$ cat src/rtl/train_sequencer.sv
// -----------------------------------------------------------------------------
// train_sequencer
//   Top-level run controller for the layer pipeline. A run is NS samples per
//   epoch over NE epochs (training) or a single epoch (inference). Sample
//   addresses go to the input-side sample memory over a valid/ready handshake.
//   Completion tokens from the network tail retire in-flight samples. The
//   number of outstanding samples is bounded by DEPTH, or by 1 when
//   BURST="no". The pipeline is fully drained at every epoch boundary.
//
// Ports
//   iCLK, iRST          clock (rising edge), asynchronous active-low reset
//   iStart, iTrain      run request and run type (1=train), sampled in IDLE
//   oMode, oLR          network-wide mode and learning-rate select
//   oValid_BM_Sample    sample issue valid
//   iReady_BM_Sample    sample issue ready
//   oData_BM_Sample     sample address
//   iValid_AM_Done      completion token valid from the network tail
//   oReady_AM_Done      completion token accept
//   oEpoch              current epoch index
//   oBusy               run active
//   oDone               one-cycle pulse at run end
// -----------------------------------------------------------------------------
module train_sequencer #(
    parameter int    NS        = 16,
    parameter int    NE        = 8,
    parameter int    LR_EPOCHS = 4,
    parameter int    DEPTH     = 4,
    parameter string BURST     = "yes"
) (
    input  logic                      iCLK,
    input  logic                      iRST,
    input  logic                      iStart,
    input  logic                      iTrain,
    output logic                      oMode,
    output logic                      oLR,
    output logic                      oValid_BM_Sample,
    input  logic                      iReady_BM_Sample,
    output logic [$clog2(NS)-1:0]     oData_BM_Sample,
    input  logic                      iValid_AM_Done,
    output logic                      oReady_AM_Done,
    output logic [$clog2(NE+1)-1:0]   oEpoch,
    output logic                      oBusy,
    output logic                      oDone
);

    localparam int AW    = $clog2(NS);
    localparam int EW    = $clog2(NE + 1);
    localparam int LIMIT = (BURST == "no") ? 1 : DEPTH;
    localparam int FW    = $clog2(LIMIT + 1);

    localparam logic [FW-1:0] LIMIT_W   = FW'(LIMIT);
    localparam logic [AW-1:0] LAST_IDX  = AW'(NS - 1);

    typedef enum logic [1:0] {
        S_IDLE,
        S_ISSUE,
        S_DRAIN,
        S_DONE
    } state_t;

    state_t          state_reg,    state_next;
    logic            mode_reg,     mode_next;
    logic [AW-1:0]   idx_reg,      idx_next;
    logic [EW-1:0]   epoch_reg,    epoch_next;
    logic [FW-1:0]   inflight_reg, inflight_next;

    logic issue_fire;
    logic done_fire;
    logic last_epoch;

    always_ff @(posedge iCLK or negedge iRST) begin
        if (!iRST) begin
            state_reg    <= S_IDLE;
            mode_reg     <= 1'b0;
            idx_reg      <= '0;
            epoch_reg    <= '0;
            inflight_reg <= '0;
        end else begin
            state_reg    <= state_next;
            mode_reg     <= mode_next;
            idx_reg      <= idx_next;
            epoch_reg    <= epoch_next;
            inflight_reg <= inflight_next;
        end
    end

    // Outputs are pure decodes of registered state, so oValid stays high with
    // a stable address until accepted: nothing but an issue can raise inflight.
    always_comb begin
        oValid_BM_Sample = (state_reg == S_ISSUE) && (inflight_reg < LIMIT_W);
        oReady_AM_Done   = ((state_reg == S_ISSUE) || (state_reg == S_DRAIN))
                           && (inflight_reg != '0);
        oData_BM_Sample  = idx_reg;
        oMode            = mode_reg;
        oLR              = mode_reg && (int'(epoch_reg) < LR_EPOCHS);
        oEpoch           = epoch_reg;
        oBusy            = (state_reg == S_ISSUE) || (state_reg == S_DRAIN);
        oDone            = (state_reg == S_DONE);
    end

    assign issue_fire = oValid_BM_Sample && iReady_BM_Sample;
    assign done_fire  = iValid_AM_Done && oReady_AM_Done;
    // Inference runs are a single epoch regardless of NE.
    assign last_epoch = mode_reg ? (int'(epoch_reg) + 1 >= NE) : 1'b1;

    always_comb begin
        state_next    = state_reg;
        mode_next     = mode_reg;
        idx_next      = idx_reg;
        epoch_next    = epoch_reg;
        inflight_next = inflight_reg;

        // Issue and completion in the same cycle cancel out.
        case ({issue_fire, done_fire})
            2'b10:   inflight_next = inflight_reg + FW'(1);
            2'b01:   inflight_next = inflight_reg - FW'(1);
            default: inflight_next = inflight_reg;
        endcase

        case (state_reg)
            S_IDLE: begin
                if (iStart) begin
                    state_next    = S_ISSUE;
                    mode_next     = iTrain;
                    idx_next      = '0;
                    epoch_next    = '0;
                    inflight_next = '0;
                end
            end
            S_ISSUE: begin
                if (issue_fire) begin
                    if (idx_reg == LAST_IDX) begin
                        idx_next   = '0;
                        state_next = S_DRAIN;
                    end else begin
                        idx_next = idx_reg + AW'(1);
                    end
                end
            end
            S_DRAIN: begin
                // Epoch only advances once empty, so oLR never changes
                // underneath a sample still in the network.
                if (inflight_reg == '0) begin
                    if (last_epoch) begin
                        state_next = S_DONE;
                    end else begin
                        epoch_next = epoch_reg + EW'(1);
                        state_next = S_ISSUE;
                    end
                end
            end
            S_DONE: begin
                state_next = S_IDLE;
            end
            default: begin
                state_next = S_IDLE;
            end
        endcase
    end

endmodule

$ cat config.mk
export PLATFORM = sky130hd
export DESIGN_NAME = train_sequencer
export DESIGN_NICKNAME = d
export VERILOG_FILES = /design/src/rtl/train_sequencer.sv
export SDC_FILE = /design/constraint.sdc
export NUM_CORES = 1
export LEC_CHECK = 0
export CAP_MARGIN = 20
export CORE_MARGIN = 5
export CORE_UTILIZATION = 45
export DETAILED_ROUTE_END_ITERATION = 10
export GPL_TIMING_DRIVEN = 0
export PLACE_DENSITY = 0.67
export SETUP_SLACK_MARGIN = 0.4
export SLEW_MARGIN = 40
export SYNTH_ARGS = -nofsm -noshare
export SYNTH_HDL_FRONTEND = slang
export SYNTH_SLANG_ARGS = --single-unit
$ cat constraint.sdc
create_clock -name iCLK -period 2.6 [get_ports iCLK]
set_input_delay 0.39 -clock iCLK [delete_from_list [all_inputs] [get_ports iCLK]]
set_output_delay 0.39 -clock iCLK [all_outputs]
set_load 0.005 [all_outputs]
==> qor.csv <==
stage;metric;value;unit
detailed_routing;number of remaining DRC errors;0;
synth;Avg Synthesized Cell Area;9.75;um2
timing;Period Utilization, post-route;0.810;
worst_setup_path;type of origin of the critical path;flop;
final_layout;area delta synth->final;34.8;%
detailed_routing;DRT Pass-1 Iters;4;
worst_setup_path;CP top delay family;simple AND/OR/NAND/NOR gates;
final_layout;final core area utilization;0.618;
timing;Final setup viols;0;
floorplanning;Die Wd;57.0;um
place;placed cell count;149;
final_layout;fin area;1340;um2
detailed_routing;DR vias;874;
clock_network;Reg clk slew, reported paths;0.09;ns
final_layout;Nets;152;
place;routability cong.;0.795;
timing;worst setup margin;0.495;ns
detailed_routing;final wirelength;2.32;mm
timing;clock skew;0.00413;ns
worst_setup_path;cell with the largest stage delay on the worst path;dfrtp_2;
grt;antenna violations before repair;0;
power;P_leak;0.610;nW
synth;synthesized flop and latch total;14;
power;PnR Total Power;1.58;mW
grt;GR Util All Layers;0.144;
clock_network;Worst-Skew Late Latency;0.28;ns
timing;post-route minimum period;2.11;ns
synth;Post-Syn Instances;102;
detailed_routing;mean routed wirelength per cell;14.3;um
worst_setup_path;Critical Path AT;2.32;ns
synth;Post-Syn Area;995;um2
timing;Min Hold Slack;0.507;ns
grt;first-pass GRT wire length;3.64;mm
worst_setup_path;Crit path top cell by count;a21oi_1;
synth;Post-synth ARST share;1.00;
clock_network;CTS H-tree lvls;1;
worst_setup_path;crit-path cells;or3_4 -> and3_2 -> ha_2 -> inv_1 -> fa_2 -> nor2_1 -> a21oi_1 -> a21oi_1;
worst_setup_path;Bufs and invs on worst path;1;
floorplanning;number of I/O pins;20;
run_status;outcome;completed;
place;Buffers on Ports;19;
synth;YS warnings;0;
timing;measured slew at the worst slew-check pin;0.674;ns
floorplanning;Rows;17;
place;pre-CTS setup slack;0.356;ns
clock_network;TritonCTS clock tree;yes;
synth;Post-synth EDFFs;0;
detailed_routing;Initial DRC Count;20;
grt;grt total ovfl;0;
clock_network;Clock Sinks;14;
grt;vias in the first global route;789;
clock_network;maximum clock insertion buffer count;2;
timing;Final Hold Vio Count;0;
grt;largest net degree at the start of global routing;15;
floorplanning;die height;57.0;um
clock_network;clock buffer count from CTS;3;
worst_setup_path;Critical Path RT;2.81;ns
synth;sequential share of the synthesized area;0.352;
place;Final HPWL DP;1.63;mm
floorplanning;Initial Utilization;0.458;
timing;Slew Limit Fails;0;
floorplanning;core box area;2170;um2
worst_setup_path;kind of critical path;flop to flop;
flow_run;Max-Cap Viols;0;
final_layout;non-filler cells, final;162;
final_layout;layout cells sized above 1;0.239;
clock_network;Clock Tree Root;clkbuf_4;
timing;setup TNS;0;ns
detailed_routing;Via density;5.40;
synth;syn nets;118;
worst_setup_path;endpoint class of the critical path;flop;
detailed_routing;antenna-violating nets left;0;
synth;Synth Flop Type;dfrtp_1;
timing;worst rel slew slack;0.549;
floorplanning;die area;3250;um2
worst_setup_path;Crit path largest cell delay;0.43;ns
power;Max VDD drop;620;uV
timing;Max Freq;475;MHz
power;Pwr per Cell Area;1170;nW/um2
place;placed cell area;1220;um2
min_path;Hold Path Class;input pin to async pin;
timing;RSZ-0062 raised after global routing;false;
synth;synth unique cells;42;
worst_setup_path;crit path max fanout;4;
final_layout;ANT cells;0;
cell usage in the layout (no fill, tap or decap), types with 2 or more instances in the layout:
| cell type | synthesis | layout |
|---|---|---|
| inv_1 | 6 | 5 |
| clkdlybuf4s50_1 | 0 | 18 |
| nor2b_1 | 4 | 4 |
| o31ai_1 | 4 | 4 |
| nor2_1 | 2 | 2 |
| dfrtp_1 | 14 | 13 |
| nand3_1 | 6 | 6 |
| a21o_1 | 2 | 2 |
| a21oi_1 | 6 | 6 |
| o21ai_1 | 3 | 3 |
| a31oi_1 | 2 | 2 |
| clkbuf_4 | 1 | 4 |
| nor3_1 | 2 | 2 |
| ha_1 | 9 | 6 |
| ha_2 | 0 | 2 |
| nand2b_1 | 2 | 2 |
| nand2_1 | 9 | 9 |
| a22oi_1 | 2 | 2 |
| and3_2 | 2 | 2 |
| xor2_1 | 2 | 2 |
| buf_4 | 0 | 10 |
where the power goes:
part / internal [mW] / total (mW) / switching, mW
Clock: 0.0538 / 0.129 / 0.0755
Sequential: 0.301 / 0.386 / 0.0857
Combinational: 0.571 / 1.06 / 0.489
Total: 0.926 / 1.58 / 0.650
cells in the mapped netlist, types with 2 or more instances:
library cell / count / area, um2
dfrtp_1: 14 / 350
a21oi_1: 6 / 30.0
o31ai_1: 4 / 30.0
a22oi_1: 2 / 15.0
ha_1: 9 / 113
and3_2: 2 / 15.0
inv_1: 6 / 22.5
nand2b_1: 2 / 12.5
o21ai_1: 3 / 15.0
xor2_1: 2 / 17.5
nor2b_1: 4 / 25.0
a21o_1: 2 / 15.0
nand2_1: 9 / 33.8
nand3_1: 6 / 30.0
nor2_1: 2 / 7.51
a31oi_1: 2 / 12.5
nor3_1: 2 / 10.0
logic make-up after synthesis:
kind of cell / Yosys count / synth area share
adder cells (fa/ha/maj): 10 / 0.133
buffers and inverters: 8 / 0.0415
AO/OA/AOI/OAI: 26 / 0.186
multiplexers: 2 / 0.0214
XOR/XNOR: 3 / 0.0264
AND/OR/NAND/NOR: 39 / 0.239
flip-flops: 14 / 0.352
what timing repair did:
| action | in CTS | in global routing |
|---|---|---|
| endpoints found under the hold margin | 0 | 0 |
| hold buffers | 0 | 0 |
| gates resized for setup | 0 | 7 |
| endpoints found under the setup margin | 2 | 3 |
| pin swaps | 0 | 5 |
| setup buffers | 2 | 8 |
path summary, 6_finish.rpt:
check	cells after the start	slack (ns)	startpoint	end
min in group iCLK	2	0.55	oData_BM_Sample[1]	oData_BM_Sample[1]
worst max register to register	8	0.49	inflight_reg[2]	inflight_reg[1]
worst min-delay path	1	0.51	iRST	oEpoch[1]
worst min register to register	2	0.55	oData_BM_Sample[1]	oData_BM_Sample[1]
worst max-delay path	8	0.49	inflight_reg[2]	inflight_reg[1]
max in group asynchronous	1	1.62	iRST	inflight_reg[2]
worst register-to-register path: cells and delay by family (launching register included):
| family | cells | cell delay, ns |
|---|---|---|
| flip-flops | 1 | 0.43 |
| adder cells (fa/ha/maj) | 2 | 0.60 |
| buffers and inverters | 1 | 0.07 |
| AO/OA/AOI/OAI | 2 | 0.16 |
| AND/OR/NAND/NOR | 3 | 0.77 |
final cells by class:
class | count | area [um2]
multi-input cells | 80 | 623
fillers | 189 | 828
clock buffers | 3 | 22.5
flip-flops and latches | 14 | 352
well taps | 28 | 35.0
inverters | 6 | 22.5
plain buffers | 2 | 18.8
repair buffers | 29 | 268
layer usage:
layer,GRT usage,part of all wire,up-vias
li1,-,-,434
met1,0.191,0.48,423
met2,0.217,0.47,13
met3,0.0204,0.033,4
met4,0.0960,0.023,0
met5,0,0,-
(Power assumes the default switching activity.)
